### src/rtl/cpu_alu.sv
// rtl/cpu_alu.sv - registered 32-bit EX-stage ALU with HI/LO forwarding
// Optional signed slt on funct 42 is built only when CPU_ALU_SLT_EN is defined.
module cpu_alu (
    input  logic        clka,
    input  logic        reset,
    input  logic        imm_op,
    input  logic [31:0] rs,
    input  logic [31:0] alusrc,
    input  logic [5:0]  funct,
    input  logic [4:0]  shamt,
    input  logic [63:0] hilo,
    output logic [31:0] data_out,
    output logic        iszero
);

    localparam logic [5:0] FN_SRL  = 6'd2;
    localparam logic [5:0] FN_MFHI = 6'd16;
    localparam logic [5:0] FN_MFLO = 6'd18;
    localparam logic [5:0] FN_ADD  = 6'd32;
    localparam logic [5:0] FN_ADDU = 6'd33;
    localparam logic [5:0] FN_SUB  = 6'd34;
    localparam logic [5:0] FN_SUBU = 6'd35;
    localparam logic [5:0] FN_AND  = 6'd36;
    localparam logic [5:0] FN_OR   = 6'd37;
`ifdef CPU_ALU_SLT_EN
    localparam logic [5:0] FN_SLT  = 6'd42;
`endif

    logic [31:0] result;

    always_comb begin
        result = 32'd0;
        if (imm_op) begin
            result = rs + alusrc;
        end else begin
            case (funct)
                FN_ADD, FN_ADDU: result = rs + alusrc;
                FN_SUB, FN_SUBU: result = rs - alusrc;
                FN_AND:          result = rs & alusrc;
                FN_OR:           result = rs | alusrc;
                FN_SRL:          result = alusrc >> shamt;
                FN_MFHI:         result = hilo[63:32];
                FN_MFLO:         result = hilo[31:0];
`ifdef CPU_ALU_SLT_EN
                FN_SLT:          result = {31'd0, ($signed(rs) < $signed(alusrc))};
`endif
                default:         result = 32'd0;
            endcase
        end
    end

    // Equality is independent of the selected op so beq can use it alongside the forced add.
    always_ff @(posedge clka) begin
        if (reset) begin
            data_out <= 32'd0;
            iszero   <= 1'b0;
        end else begin
            data_out <= result;
            iszero   <= (rs == alusrc);
        end
    end

endmodule

### config.mk
export PLATFORM = sky130hd
export DESIGN_NAME = cpu_alu
export DESIGN_NICKNAME = d
export VERILOG_FILES = /design/src/rtl/cpu_alu.sv
export SDC_FILE = /design/constraint.sdc
export NUM_CORES = 1
export LEC_CHECK = 0
export CAP_MARGIN = 20
export CORE_MARGIN = 2
export CORE_UTILIZATION = 60
export DETAILED_ROUTE_END_ITERATION = 8
export DONT_BUFFER_PORTS = 1
export GPL_TIMING_DRIVEN = 0
export PLACE_DENSITY = 0.83
export SETUP_SLACK_MARGIN = 0.5
export SLEW_MARGIN = 20
export SYNTH_ARGS = -nofsm -noshare
export SYNTH_HDL_FRONTEND = slang
export SYNTH_SLANG_ARGS = --single-unit
### constraint.sdc
create_clock -name clka -period 8.8 [get_ports clka]
set_input_delay 1.32 -clock clka [delete_from_list [all_inputs] [get_ports clka]]
set_output_delay 1.32 -clock clka [all_outputs]
set_load 0.1 [all_outputs]
==> results.sh, run 1 <==
export IMPL_run_status="finished, final reports clean"
export IMPL_synth_lib_cells_used_distinct=90
export IMPL_worstPathCellList="clkbuf_1 > nor2_1 > nand3_1 > nor2_1 > clkbuf_1 > a221oi_1 > o221ai_1 > a21oi_1 > a2bb2oi_1 > nor2_1"
export IMPL_place_area_sq_um=8234
export IMPL_fp_row_count=42
export IMPL_critical_path_top_delay_family="compound AO/OA/AOI/OAI gates"
export IMPL_top_ff_cell_synth="sky130_fd_sc_hd__dfxtp_1"
export IMPL_grt_total_usage_pct=46.33
export IMPL_synth_area_per_cell_sq_um=7.373
export IMPL_yosysTopAreaCell="sky130_fd_sc_hd__ha_1"
export IMPL_avgRoutedWirePerCell_microns=26.89
export IMPL_yosys_warnings=0
export IMPL_netlist_area_leader_share_pct=16.24
export IMPL_mapped_nets=1335
export IMPL_rsz0062_at_grt="false"
export IMPL_cts_buffers=5
export IMPL_synth_ff_latch_count=33
export IMPL_post_route_drc_count=0
export IMPL_finalWirelength_mm=34.18
export IMPL_grt_overflow_total=0
export IMPL_port_buffers=0
export IMPL_critical_path_startpoint_type="input pin"
export IMPL_worst_ir_drop_vdd_mv=0.08024
export IMPL_post_cts_setup_buffer_count=0
export IMPL_maxSlewHeadroom_pct=13.08
export IMPL_final_nets=1342
export IMPL_drtIter0Drc=1460
export IMPL_synth_commonest_cells="108 x sky130_fd_sc_hd__a21oi_1, 104 x sky130_fd_sc_hd__ha_1, 99 x sky130_fd_sc_hd__inv_1"
export IMPL_post_cts_hold_buffer_count=0
export IMPL_setup_viol=0
export IMPL_route_detailed_vias_per_inst=7.220
export IMPL_p_leak_nw=3.572
export IMPL_hold_depth=2
export IMPL_cts_reportedPaths_clkPinSlew_ns=0.06
export IMPL_path_depth=10
export IMPL_detailedRoute_firstPassIterationCount=8
export IMPL_crit_path_end_kind="register"
export IMPL_die_y_microns=119.6
export IMPL_drive_gt1_share_pct=8.493
export IMPL_final_hpwl_dp_mm=27.13
export IMPL_grt_pass1_vias=8480
export IMPL_antenna_left=0
export IMPL_synth_edf_count=0
export IMPL_cts_repair_resized=0
export IMPL_async_flop_share_pct=0
export IMPL_cp_max_fo=10
export IMPL_core_area_sq_um=13140
export IMPL_synthTopCellsByArea="sky130_fd_sc_hd__ha_1 16%, sky130_fd_sc_hd__dfxtp_1 8.2%, sky130_fd_sc_hd__a21oi_1 6.7%"
export IMPL_antenna_diode_count=0
export IMPL_maximum_number_of_pins_on_one_net_before_global_route_repair=13
export IMPL_tritoncts="done"
export IMPL_antenna_violations_before_repair=0
export IMPL_timing_critical_path_arrival_ns=4.66
export IMPL_cpMostUsedCell="sky130_fd_sc_hd__nor2_1"
export IMPL_max_cap_violations=0
export IMPL_layout_area_overhead_vs_synth_pct=4.637
export IMPL_fillCellCount=1217
export IMPL_hold_path_class="in -> reg"
export IMPL_tightest_slew_ns=1.293
export IMPL_timing_hold_violations_final=0
export IMPL_place_congestion=1.079
export IMPL_critPathKind="in -> reg"
export IMPL_synth_yosys_seq_area_share_pct=8.244
export IMPL_period_needed_ns=4.500
export IMPL_worst_ep_required_time_ns=8.96
export IMPL_design_die_area_sq_um=14300
export IMPL_timing_critical_path_slowest_cell_delay_ns=0.58
export IMPL_initial_core_utilization_pct=61.00
export IMPL_cpMaxStageDelayCell="sky130_fd_sc_hd__a221oi_1"
export IMPL_tritoncts_num_sinks=33
export IMPL_die_x_microns=119.6
export IMPL_num_io_pins=175
export IMPL_top_count_cell_post_synth="sky130_fd_sc_hd__a21oi_1"
export IMPL_slew_viol_final=0
export IMPL_clock_fmax_mhz=222.2
export IMPL_hold_path_end="data_out[18]$_SDFF_PP0_"
export IMPL_cts_max_path_buffers=2
export IMPL_p_per_area_nw_per_um2=110.6
export IMPL_post_synth_inst_count=1087
export IMPL_clock_tree_root_cell="sky130_fd_sc_hd__clkbuf_16"
export IMPL_cp_buffers_inverters=2
export IMPL_routed_via_count=9177
export IMPL_post_synth_instance_area_sq_um=8014
export IMPL_design_area_sq_um=8386
export IMPL_min_from="hilo[18]"
export IMPL_grt_first_pass_wirelength_mm=50.11
export IMPL_cts_htree_levels=2
export IMPL_setup_total_negative_slack_ns=0
export IMPL_period_share_pct=51.14
## area by class of cell
class | instances | area [sq um] | share of cell area [%]
plain buffers | 74 | 336.6 | 4.014
clock buffers | 5 | 125.1 | 1.492
clock inverters | 3 | 22.52 | 0.2686
inverters | 107 | 401.6 | 4.790
multi-input cells | 873 | 6619 | 78.93
flip-flops and latches | 33 | 660.6 | 7.878
well taps | 176 | 220.2 | 2.626
## registers in the layout, summed over array words and instances (netlist names)
name,count
data_out,32
iszero,1
## cell families (layout without fill, tap and decap cells)
logic type,after synthesis,after routing,synth area share (%)
compound gates,366,366,30.84
simple gates,284,284,17.44
buf+inv,181,189,9.196
fa+ha+maj,106,106,16.74
mux,76,76,13.07
xor+xnor,41,41,4.481
flops,33,33,8.244
## where the power goes
part,leakage [nW],internal (mW),total (mW),switching [mW]
clock,0.0621,0.105,0.189,0.0838
sequential,0.272,0.163,0.265,0.102
combinational,3.24,0.175,0.474,0.299
## cell usage in the layout, fill, tap and decap left out, types with 7 or more instances in the layout
master / n
sky130_fd_sc_hd__a21oi_1: 108
sky130_fd_sc_hd__ha_1: 104
sky130_fd_sc_hd__inv_1: 99
sky130_fd_sc_hd__nand2_1: 87
sky130_fd_sc_hd__nor2_1: 85
sky130_fd_sc_hd__o21ai_0: 67
sky130_fd_sc_hd__mux2i_1: 48
sky130_fd_sc_hd__clkbuf_1: 47
sky130_fd_sc_hd__xnor2_1: 39
sky130_fd_sc_hd__dfxtp_1: 33
sky130_fd_sc_hd__nor3_1: 26
sky130_fd_sc_hd__mux4_2: 22
sky130_fd_sc_hd__a211oi_1: 21
sky130_fd_sc_hd__o22ai_1: 19
sky130_fd_sc_hd__a221oi_1: 18
sky130_fd_sc_hd__nand3_1: 14
sky130_fd_sc_hd__o211ai_1: 14
sky130_fd_sc_hd__nor2b_1: 12
sky130_fd_sc_hd__o221ai_1: 12
sky130_fd_sc_hd__buf_2: 10
sky130_fd_sc_hd__buf_4: 8
sky130_fd_sc_hd__a31oi_1: 8
sky130_fd_sc_hd__o21bai_1: 8
sky130_fd_sc_hd__a21o_1: 8
sky130_fd_sc_hd__o21ai_1: 8
sky130_fd_sc_hd__a22oi_1: 8
sky130_fd_sc_hd__inv_2: 7
sky130_fd_sc_hd__and2_1: 7
sky130_fd_sc_hd__and3_1: 7
## through the flow
step                hold slack (ns)  total power [mW]  utilization (%)  std cells  setup WS [ns]
floorplan                     1.515            0.6039                -       1087          4.818
global placement              1.562            0.7176            62.68       1263          4.324
detailed placement            1.542            0.7188            62.68       1263          4.309
CTS                           1.259            0.9038            63.80       1271          4.621
global route                  1.302            0.9571            63.83       1271          4.254
finish                        1.258            0.9275            63.83       1271          4.300
## routing by layer
metal,track usage (%),wire [microns],up-vias
met1,63.06,13230,4235
met5,0,0,-
met4,12.94,1052,0
met3,16.83,5671,128
li1,-,-,3974
met2,68.93,14230,840
## worst max-delay path by stage
stage	start	to	slack (ns)
finish	funct[0]	data_out[8]$_SDFF_PP0_	4.30
detailed placement	alusrc[4]	data_out[31]$_SDFF_PP0_	4.31
CTS	alusrc[4]	data_out[31]$_SDFF_PP0_	4.62
global placement	alusrc[4]	data_out[31]$_SDFF_PP0_	4.32
global route	funct[0]	data_out[8]$_SDFF_PP0_	4.25
floorplan	alusrc[4]	data_out[31]$_SDFF_PP0_	4.82
(Power assumes the default switching activity.)
==> inputs of run 2 (changes only) <==
Settings changed: ABC_AREA set to 1.
Clock period 8.8 ns to 4.4 ns, I/O delays scaled along.
==> run 2 against run 1 <==
Effect of this change: worst setup slack got worse by 2.8 ns; sequential power is 97% higher; die area up 18%; critical path type unchanged; highest routed layer is now met5; critical path depth unchanged; wire length increased by 25%; combinational power rose by 110%; final cell count rose by 65%; area after synthesis increased by 18%; largest cell class unchanged; critical endpoint is now data_out[3]$_SDFF_PP0_; flip-flop and latch count did not move.
==> results.sh, run 2 <==
export IMPL_run_status="finished, final reports clean"
export IMPL_drive_gt1_share_pct=3.456
export IMPL_clock_fmax_mhz=347.5
export IMPL_period_needed_ns=2.877
export IMPL_die_y_microns=129.7
export IMPL_layout_cells_most_common="sky130_fd_sc_hd__nand2_1"
export IMPL_p_per_area_nw_per_um2=194.5
export IMPL_cts_buffers=5
export IMPL_tritoncts_num_sinks=33
export IMPL_drtIter0Drc=1988
export IMPL_cell_internal_pwr_uw=874.0
export IMPL_route_detailed_vias_per_inst=6.068
export IMPL_setup_viol=0
export IMPL_place_congestion=1.101
export IMPL_maxSlewHeadroom_pct=34.07
export IMPL_mapped_nets=2121
export IMPL_finalWirelength_mm=42.59
export IMPL_p_switching_mw=1.056
export IMPL_grt_first_pass_wirelength_mm=61.85
export IMPL_met2_length_mm=17.35
export IMPL_maximum_number_of_pins_on_one_net_before_global_route_repair=13
export IMPL_tritoncts="done"
export IMPL_post_cts_hold_buffer_count=0
export IMPL_period_share_pct=65.39
export IMPL_hold_path_class="in -> reg"
export IMPL_detailedRoute_firstPassIterationCount=6
export IMPL_cts_reportedPaths_clkPinSlew_ns=0.06
export IMPL_share_clk_of_total_power_pct=22.0
export IMPL_post_synth_instance_area_sq_um=9484
export IMPL_grt_pass1_vias=11010
export IMPL_antenna_violations_before_repair=3
export IMPL_cts_max_path_buffers=2
export IMPL_path_depth=10
export IMPL_timing_critical_path_arrival_ns=3.10
export IMPL_routed_via_count=12700
export IMPL_slew_viol_final=0
export IMPL_timing_critical_path_slowest_cell_delay_ns=0.62
export IMPL_port_buffers=0
export IMPL_power_sequential_fraction_pct=27.1
export IMPL_worst_ir_drop_vdd_mv=0.2907
export IMPL_topRoutingLayerUsed="met5"
export IMPL_power_frac_comb_pct=50.9
export IMPL_yosysTopAreaCell="sky130_fd_sc_hd__nand2_1"
export IMPL_worstPathCellList="nor2_1 > nand2_1 > nor2_2 > inv_1 > buf_2 > o21ai_0 > nor2_1 > nand3_1 > nand2_1 > a21oi_1"
export IMPL_top_ff_cell_synth="sky130_fd_sc_hd__dfxtp_1"
export IMPL_swShare_pct=54.72
export IMPL_top_register="data_out"
export IMPL_num_io_pins=175
export IMPL_async_flop_share_pct=0
export IMPL_synth_yosys_seq_area_share_pct=6.966
export IMPL_critical_path_top_delay_family="simple AND/OR/NAND/NOR gates"
export IMPL_fin_hold_ws_ns=0.7278
export IMPL_post_cts_setup_buffer_count=0
export IMPL_largest_register_ff_count=32
export IMPL_grt_overflow_total=0
export IMPL_critical_path_startpoint="funct[3]"
export IMPL_final_hpwl_dp_mm=35.03
export IMPL_critPathKind="in -> reg"
export IMPL_setup_total_negative_slack_ns=0
export IMPL_rsz0062_at_grt="false"
export IMPL_grt_total_usage_pct=49.54
export IMPL_cp_max_fo=10
export IMPL_fp_row_count=45
export IMPL_yosys_warnings=0
export IMPL_die_x_microns=129.7
export IMPL_p_leak_nw=5.796
export IMPL_final_nets=2128
export IMPL_cpMaxStageDelayCell="sky130_fd_sc_hd__nor2_2"
export IMPL_synth_edf_count=0
export IMPL_synth_ff_latch_count=33
export IMPL_cts_repair_resized=0
export IMPL_synth_lib_cells_used_distinct=41
export IMPL_layout_area_overhead_vs_synth_pct=4.617
export IMPL_post_route_drc_count=0
export IMPL_met1Wirelength_mm=15.14
export IMPL_synth_area_per_cell_sq_um=5.064
export IMPL_post_synth_inst_count=1873
export IMPL_design_die_area_sq_um=16830
export IMPL_layout_top_registers="data_out (32), iszero (1)"
export IMPL_worst_ep_required_time_ns=4.62
export IMPL_clock_tree_root_cell="sky130_fd_sc_hd__clkbuf_16"
export IMPL_tightest_slew_ns=0.9890
export IMPL_critical_path_startpoint_type="input pin"
export IMPL_timing_hold_violations_final=0
export IMPL_netlist_area_leader_share_pct=26.24
export IMPL_cp_buffers_inverters=2
export IMPL_top_count_cell_post_synth="sky130_fd_sc_hd__nand2_1"
export IMPL_critPathCapture="data_out[3]$_SDFF_PP0_"
export IMPL_synth_commonest_cells="663 x sky130_fd_sc_hd__nand2_1, 327 x sky130_fd_sc_hd__inv_1, 221 x sky130_fd_sc_hd__nand3_1"
export IMPL_cts_htree_levels=2
export IMPL_initial_core_utilization_pct=61.93
export IMPL_most_common_layout_cells="663 x sky130_fd_sc_hd__nand2_1, 327 x sky130_fd_sc_hd__inv_1, 221 x sky130_fd_sc_hd__nand3_1"
export IMPL_core_area_sq_um=15310
export IMPL_antenna_left=0
export IMPL_crit_path_end_kind="register"
export IMPL_synthTopCellsByArea="sky130_fd_sc_hd__nand2_1 26%, sky130_fd_sc_hd__ha_1 14%, sky130_fd_sc_hd__inv_1 13%"
export IMPL_dr_wl_met3_mm=7.279
export IMPL_avgRoutedWirePerCell_microns=20.35
export IMPL_max_cap_violations=0
run 2: worst min-delay path by stage:
stage                        from                endpoint  depth (start not counted)
after detailed placement  hilo[6]  data_out[6]$_SDFF_PP0_                          4
after global placement    hilo[6]  data_out[6]$_SDFF_PP0_                          4
after floorplan             reset  data_out[2]$_SDFF_PP0_                          2
final                     hilo[6]  data_out[6]$_SDFF_PP0_                          4
after CTS                 hilo[6]  data_out[6]$_SDFF_PP0_                          4
after global routing      hilo[6]  data_out[6]$_SDFF_PP0_                          4
run 2: cell type report:
class	count	area (sq um)
Clock buffer	5	125.1
Multi-Input combinational cell	1429	7212
Clock inverter	3	46.29
Antenna cell	1	2.502
Buffer	80	369.1
Fill cell	1587	5393
Sequential cell	33	660.6
Tap cell	211	264.0
Inverter	331	1242
run 2: logic make-up (layout without fill, tap and decap cells):
logic type      after synthesis  in the layout  synth area share [%]
simple gates               1074           1074                 46.77
buf+inv                     411            419                 16.99
compound gates              231            231                 13.46
fa+ha+maj                   106            106                 14.14
flops                        33             33                 6.966
xor+xnor                     17             17                 1.570
mux                           1              1                0.1055
other cells                   0              1                     0
run 2: routing by layer:
metal / track usage, % / up-vias
met5: 0 / -
met2: 74.84 / 1071
met3: 17.88 / 212
met4: 25.30 / 4
li1: - / 5854
met1: 62.01 / 5560
run 2: metrics by stage:
stage / util [%] / total power, mW / cell area [sq um] / setup slack [ns] / cells
floorplan: - / 1.197 / 9484 / 2.097 / 1873
global placement: 63.65 / 1.439 / 9748 / 1.593 / 2084
detailed placement: 63.65 / 1.451 / 9748 / 1.518 / 2084
CTS: 64.77 / 1.867 / 9920 / 1.826 / 2092
global route: 64.77 / 2.016 / 9920 / 1.605 / 2092
finish: 64.79 / 1.930 / 9922 / 1.523 / 2093
run 2: power by group through the flow:
stage	logic, mW	registers (mW)	clock network [mW]
6_report	0.982	0.523	0.425
5_1_grt	1.07	0.527	0.424
4_1_cts	0.928	0.524	0.415
3_5_place_dp	0.921	0.530	0
3_3_place_gp	0.909	0.529	0
2_1_floorplan	0.669	0.527	0
run 2: tightest hold or removal path, stage by stage:
cell                       delay [ns]
sky130_fd_sc_hd__a211oi_1        0.06
sky130_fd_sc_hd__nand3_1         0.06
sky130_fd_sc_hd__o21ai_0         0.07
sky130_fd_sc_hd__a21oi_1         0.13
